==> config.mk <==
export PLATFORM = sky130hd
export DESIGN_NAME = instruction_field_decoder
export DESIGN_NICKNAME = d
export VERILOG_FILES = /design/src/rtl/instruction_field_decoder_pkg.sv /design/src/rtl/instruction_field_decoder_split.sv /design/src/rtl/instruction_field_decoder.sv
export SDC_FILE = /design/constraint.sdc
export NUM_CORES = 1
export LEC_CHECK = 0
export CORE_ASPECT_RATIO = 1.25
export CORE_MARGIN = 2
export CORE_UTILIZATION = 35
export CTS_CLUSTER_DIAMETER = 80
export DETAILED_ROUTE_END_ITERATION = 12
export PLACE_DENSITY = 0.81
export SETUP_SLACK_MARGIN = 0.02
export SYNTH_ARGS = -nofsm -noshare
export SYNTH_HDL_FRONTEND = slang
export SYNTH_SLANG_ARGS = --single-unit
==> constraint.sdc <==
create_clock -name clk -period 2 [get_ports clk]
set_input_delay 0.3 -clock clk [delete_from_list [all_inputs] [get_ports clk]]
set_output_delay 0.3 -clock clk [all_outputs]
set_load 0.01 [all_outputs]
==> src/rtl/instruction_field_decoder_pkg.sv <==
// Shared opcode constants, format codes and the decoded-field record for the
// RV32 L/S/R instruction field decoder.
package instruction_field_decoder_pkg;

    localparam int INSTR_W = 32;
    localparam int IMM_W   = 12;

    localparam logic [6:0] OPC_LOAD  = 7'b0000011;
    localparam logic [6:0] OPC_STORE = 7'b0100011;
    localparam logic [6:0] OPC_OP    = 7'b0110011;

    typedef enum logic [1:0] {
        FMT_UNKNOWN = 2'b00,
        FMT_L       = 2'b01,
        FMT_S       = 2'b10,
        FMT_R       = 2'b11
    } fmt_e;

    // Every field of every supported format, extracted side by side.
    typedef struct packed {
        fmt_e        fmt;
        logic [6:0]  opcode;
        logic [2:0]  funct3;
        logic [4:0]  rs1;
        logic [11:0] l_imm;
        logic [4:0]  l_rd;
        logic [6:0]  s_imm_hi;
        logic [4:0]  s_rs2;
        logic [4:0]  s_imm_lo;
        logic [11:0] s_imm;
        logic [6:0]  r_funct7;
        logic [4:0]  r_rs2;
        logic [4:0]  r_rd;
    } fields_t;

    function automatic fmt_e classify(input logic [6:0] opc);
        fmt_e f;
        case (opc)
            OPC_LOAD:  f = FMT_L;
            OPC_STORE: f = FMT_S;
            OPC_OP:    f = FMT_R;
            default:   f = FMT_UNKNOWN;
        endcase
        return f;
    endfunction

endpackage

==> src/rtl/instruction_field_decoder_split.sv <==
// Purely combinational slicing of one 32-bit instruction into the L, S and R
// field sets, plus opcode-based format classification.
module instr_field_split
    import instruction_field_decoder_pkg::*;
#(
    parameter int SIZE = 32
) (
    input  logic [SIZE-1:0] i_instr,
    output fields_t         o_fields
);

    logic [6:0] w_opcode;

    assign w_opcode = i_instr[6:0];

    always_comb begin
        o_fields          = '0;
        o_fields.fmt      = classify(w_opcode);
        o_fields.opcode   = w_opcode;
        o_fields.funct3   = i_instr[14:12];
        o_fields.rs1      = i_instr[19:15];
        o_fields.l_imm    = i_instr[31:20];
        o_fields.l_rd     = i_instr[11:7];
        o_fields.s_imm_hi = i_instr[31:25];
        o_fields.s_rs2    = i_instr[24:20];
        o_fields.s_imm_lo = i_instr[11:7];
        o_fields.s_imm    = {i_instr[31:25], i_instr[11:7]};
        o_fields.r_funct7 = i_instr[31:25];
        o_fields.r_rs2    = i_instr[24:20];
        o_fields.r_rd     = i_instr[11:7];
    end

endmodule

==> src/rtl/instruction_field_decoder.sv <==
// Registered RV32 L/S/R field decoder: one instruction per cycle, outputs valid
// one edge after presentation, fields hold while no new instruction arrives.
module instruction_field_decoder
    import instruction_field_decoder_pkg::*;
#(
    parameter int SIZE     = 32,
    parameter int WORDSIZE = 64
) (
    input  logic                clk,
    input  logic                reset,
    input  logic                in_valid,
    input  logic [SIZE-1:0]     instruction,
    output logic                out_valid,
    output logic [1:0]          fmt,
    output logic [6:0]          opcode,
    output logic [2:0]          funct3,
    output logic [4:0]          rs1,
    output logic [11:0]         l_imm,
    output logic [4:0]          l_rd,
    output logic [6:0]          s_imm_hi,
    output logic [4:0]          s_rs2,
    output logic [4:0]          s_imm_lo,
    output logic [11:0]         s_imm,
    output logic [6:0]          r_funct7,
    output logic [4:0]          r_rs2,
    output logic [4:0]          r_rd,
    output logic [WORDSIZE-1:0] imm_sext
);

    localparam int PAD_W = WORDSIZE - IMM_W;

    fields_t             w_fields;
    logic [IMM_W-1:0]    w_imm_sel;
    logic [WORDSIZE-1:0] w_imm_sext;

    fields_t             r_fields;
    logic [WORDSIZE-1:0] r_imm_sext;
    logic                r_valid;

    instr_field_split #(
        .SIZE(SIZE)
    ) u_split (
        .i_instr (instruction),
        .o_fields(w_fields)
    );

    // R-type and unrecognised opcodes carry no immediate.
    always_comb begin
        w_imm_sel = '0;
        case (w_fields.fmt)
            FMT_L:   w_imm_sel = w_fields.l_imm;
            FMT_S:   w_imm_sel = w_fields.s_imm;
            default: w_imm_sel = '0;
        endcase
        w_imm_sext = {{PAD_W{w_imm_sel[IMM_W-1]}}, w_imm_sel};
    end

    always_ff @(posedge clk) begin
        if (reset) begin
            r_valid    <= 1'b0;
            r_fields   <= '0;
            r_imm_sext <= '0;
        end else begin
            r_valid <= in_valid;
            if (in_valid) begin
                r_fields   <= w_fields;
                r_imm_sext <= w_imm_sext;
            end
        end
    end

    assign out_valid = r_valid;
    assign fmt       = r_fields.fmt;
    assign opcode    = r_fields.opcode;
    assign funct3    = r_fields.funct3;
    assign rs1       = r_fields.rs1;
    assign l_imm     = r_fields.l_imm;
    assign l_rd      = r_fields.l_rd;
    assign s_imm_hi  = r_fields.s_imm_hi;
    assign s_rs2     = r_fields.s_rs2;
    assign s_imm_lo  = r_fields.s_imm_lo;
    assign s_imm     = r_fields.s_imm;
    assign r_funct7  = r_fields.r_funct7;
    assign r_rs2     = r_fields.r_rs2;
    assign r_rd      = r_fields.r_rd;
    assign imm_sext  = r_imm_sext;

endmodule

# Yosys cells after proc, flatten, opt, wreduce, memory -nomap -nowiden
# Index checks and enable logic that the tools add are counted.
# op_classes
eq_ne	5
mux	2
# ops
operator	count
one-hot mux 12 bit (2 select lines)	1
equality test 7 x 6 -> 1 bit (second input constant)	2
equality test 7 x 2 -> 1 bit (second input constant)	1
one-hot mux 2 bit (3 select lines)	1
equality test 2 x 1 -> 1 bit (second input constant)	1
equality test 2 bit (second input constant)	1
# word_totals
regBits	71
in_bits	35
word_cells	18

# Logic depth before layout (Yosys ltp)
# depth
depth_word	4
ltp_mapped	7

# Cells and area by module
# From an unflattened synthesis, not the netlist that was laid out.
# hier_totals
hier_cells	453
area_unflattened_um2	4489.3
# by_module_without_submodules
mod	n_inst	cells_each	area_each_um2	seq_area_each_um2
instruction_field_decoder	1	371	3847.4	1861.8
instr_field_split	1	82	641.9	0.0

# Least setup slack after synthesis
# No wires, ideal clock.
# synth_timing
kind	flip-flop to output port
start	register imm_sext[11] (netlist name)
end	output imm_sext[12]
arrival_ns	1.465
setup_slack_ns	0.235
path_stages_with_launch	2
path_buffers	1
cell_sequence	dfxtp_1 > buf_4
# synth_rtl
item	line	text
end: declaration	instruction_field_decoder.sv:27	output logic [WORDSIZE-1:0] imm_sext
# No word-level cell between the ends.

# Worst setup path after layout
# layout_timing
start	input instruction[0]
end	register r_imm_sext[2], in the netlist imm_sext[2]
# layout_via
elab_chain_len	4
# layout_rtl
item	line	text
start: declaration	instruction_field_decoder.sv:12	input logic [SIZE-1:0] instruction,
equality test 7 x 6 -> 1 bit / equality test 7 x 2 -> 1 bit (equally long branches)	instruction_field_decoder_pkg.sv:38	case (opc)
one-hot mux 2 bit (3 select lines) (*)	instruction_field_decoder_pkg.sv:38	
equality test 2 bit / equality test 2 x 1 -> 1 bit (equally long branches)	instruction_field_decoder.sv:50	case (w_fields.fmt)
one-hot mux 12 bit (2 select lines) (*)	instruction_field_decoder.sv:50	
end signal: assignment	instruction_field_decoder.sv:67	r_imm_sext <= w_imm_sext;
end: declaration	instruction_field_decoder.sv:37	logic [WORDSIZE-1:0] r_imm_sext;
# Every way passes the cells marked *; elsewhere a longest branch is shown, timed or not.
# A chain may end at the register's enable or synchronous reset.

==> impl_summary.md <==
Critical path
The highest fanout seen on the critical path is 5. The register-to-register setup slack is 1210 ps. The launching point of the worst reg2reg path is imm_sext[11]. The type of element launching the critical path is an input port. Data arrives at the worst endpoint at 2120 ps. The worst endpoint required time is 2190 ps.

The endpoint of the worst-slack reg-to-reg timing path is imm_sext[11]. The path type of the worst setup path is input port to flip-flop. STA classifies the critical path endpoint as a flip-flop.

The logic depth of the worst register-to-register path is 3.

Floorplanning
Measured along the y axis, the die boundary spans 99.5 um. The number of ports placed on the die boundary is 180. The standard cell core area is 7020 sq um. The count of standard-cell rows is 34.

The starting utilization of the core area is 36.3%. The die covers 7990 sq um. The horizontal die dimension is 80.4 um.

Finish
The number of fillers in the final layout is 641. The most common cell after layout, fill and taps aside is clkdlybuf4s50_1. The count of cells in the finished layout, fillers not included, comes to 456.

The post-route netlist has 8.74% of its cells at a drive strength greater than 1. Relative to the synthesized area, the layout overhead comes to 49.9%. The net total in the final layout is 402. The repair_antennas step left the layout with diodes totalling 0.

The top cell types in the final layout, fill and taps aside, are clkdlybuf4s50_1, dfxtp_1, nor2_1, mux2i_1, buf_4.

Drt
The DRC violations left is 0. Using the TritonRoute via totals, the vias-per-cell ratio works out to 4.50. The first TritonRoute pass finished after 4 iterations. After the first detailed-routing iteration, the DRC count stood at 33. In the final routed layout, each cell accounts on average for 14.1 um. The detail route stage leaves a number of antenna-violating nets equal to 0. The total number of vias is 2054.

The final layout contains routed wiring with a total length of 6410 um.

Synthesis
Counting every instance in the synthesized netlist gives 278. Synthesis inferred 47 register bits. The post-synth net total is 315. The Yosys step of the flow raised 0 warnings.

After synthesis, flip-flops and latches occupy 36.9% of the total area. The synthesized area per cell is 9.18 sq um. The count of distinct cell types in the synthesized netlist is 25. The post-synthesis instance area is 2550 sq um.

Pwr
The largest vdd supply drop is 0.000312 V. The leakage component of the power is 1.48 nW. The cell area power density is 537 nW/um^2.

Timing
At the pin with the least slew margin, the transition time is 348 ps. The smallest clock period supported by the final layout is computed as 1930 ps. The worst-case headroom to the max-slew limit is 76.8%. The max-slew violation count came to 0. Setup repair after global routing could not meet its margin everywhere.

Static timing analysis puts the maximum clock frequency at 0.518 GHz. The final hold violation count came to 0. The final setup violation count is 0. The least setup slack across all paths after layout is 68.4 ps. The final cycle utilization of the critical path is 96.6%.

The worst setup skew after layout is 0 ps.

Clocking
The clock buffer count from CTS is 5. The H-tree depth reported by CTS is 2. The clock tree root buffer cell is clkbuf_8.

The post-CTS setup repair buffer count is 0. At the later pin of the worst-skew pair, clock insertion delay measures 300 ps. The number of buffers on the longest clock path is 2.

After clock tree synthesis, the clock-pin slew on the worst setup and hold paths is 90 ps. The clock net in this run drives a total of 47 sinks. The cts-stage hold buffer count is 0. The clock tree from TritonCTS is done.

Status
The flow ran to the end, and the final reports show no timing, DRC or antenna violations.

Global routing
The sum of overflow across all layers after global routing is 0. The initial antenna violation count is 0. In the global route stage, overall resource usage came out at 15.4%. The pin count of the biggest net entering global routing is 38. The number of global-route vias before repair is 1842. The global-route wire length before repair is 9480 um.

Place
The total half-perimeter wirelength after legalization and detailed placement is 4970 um. The placer congestion estimate is 0.729. Timing analysis after detailed placement gives a worst setup slack of -333 ps. In this run, placement finished with an instance count of 448.

During placement, the flow inserted port buffers numbering 179.

Flow run
The total of max-cap violations is 0.

Min path
The count of cells along the worst hold path is 3. The type of the most critical hold path is input port to flip-flop. In this run the most critical hold path is launched from in_valid. The path with the worst hold slack has its endpoint at opcode[4].
[critical path: stages]
cell,delay (ps)
clkdlybuf4s50_1,480
nor2b_4,160
nand3_2,80
or2_2,300
ha_2,320
and2b_2,260
a22oi_1,160
nor2_1,60
[cell type report]
cell class	instances	area [sq um]	share of cell area, %
inverter	2	7.51	0.196
timing repair buffer	189	1860	48.5
multi-input combinational	120	808	21.1
tap	90	113	2.94
clock inverter	2	16.3	0.425
sequential	47	941	24.6
clock buffer	6	82.6	2.16
[worst max-delay path by stage]
stage / start / end / slack, ps / cells after the start
floorplan: imm_sext[11] / imm_sext[12] / 230 / 1
global placement: instruction[0] / imm_sext[11] / -300 / 8
detailed placement: instruction[0] / imm_sext[10] / -330 / 8
CTS: instruction[0] / imm_sext[3] / 20 / 8
global route: instruction[0] / imm_sext[2] / 6 / 8
finish: instruction[0] / imm_sext[2] / 70 / 8
[stage by stage]
step	setup TNS (ps)	power [mW]	hold slack (ps)	util, %	instance area (sq um)
6_report	0	2.06	323	54.5	3820
5_1_grt	0	2.13	375	54.5	3820
4_1_cts	0	2.07	315	54.1	3800
3_5_place_dp	-3630	1.46	457	52.6	3690
3_3_place_gp	-3220	1.46	452	52.6	3690
2_1_floorplan	0	1.26	405	-	2550
[cells by family after synthesis]
kind of cell | synth area share (%)
simple gates | 10.8
fa+ha+maj | 0.981
buf+inv | 32.8
mux | 12.2
flops | 36.9
compound gates | 5.98
xor+xnor | 0.343
[per-layer routing]
layer  vias up  part of all wire, %  GRT usage [%]
met5         -                    0              0
met4         0                  1.1           4.69
met3         6                  8.6           3.45
met2       118                   53           28.6
met1       949                   37           17.2
li1        981                    -              -
[where the power goes]
group	total [mW]	switching, mW	internal, mW
Sequential	1.01	0.0361	0.975
Clock	0.615	0.333	0.283
Combinational	0.429	0.170	0.259
[timing repair]
action	4_1_cts	5_1_grt
hold endpoints to repair	0	0
resized for setup	1	8
gates cloned	0	0
setup endpoints to repair	7	12
[synth_stat cells]
library cell | n | area, sq um
or2_2 | 1 | 6.26
buf_4 | 102 | 766
inv_2 | 1 | 3.75
a21oi_1 | 9 | 45.0
mux2i_1 | 31 | 310
o41ai_2 | 1 | 16.3
nor2b_1 | 1 | 6.26
nand2_1 | 9 | 33.8
nor2_1 | 40 | 150
and2_1 | 1 | 6.26
nand3_1 | 9 | 45.0
buf_2 | 4 | 20.0
a22o_1 | 5 | 43.8
a22oi_1 | 5 | 37.5
and3_1 | 1 | 6.26
ha_1 | 2 | 25.0
xor2_1 | 1 | 8.76
dfxtp_1 | 47 | 941
and2_4 | 1 | 8.76
nand4_1 | 1 | 6.26
clkbuf_1 | 1 | 3.75
buf_12 | 2 | 40.0
and2b_1 | 1 | 7.51
o21ba_2 | 1 | 10.0
inv_1 | 1 | 3.75
[sequential cells by signal, summed over array words and instances (netlist names)]
signal,count
rs1,5
fmt,2
out_valid,1
s_imm,5
opcode,7
imm_sext,12
funct3,3
l_imm,12
(Power assumes the default switching activity.)
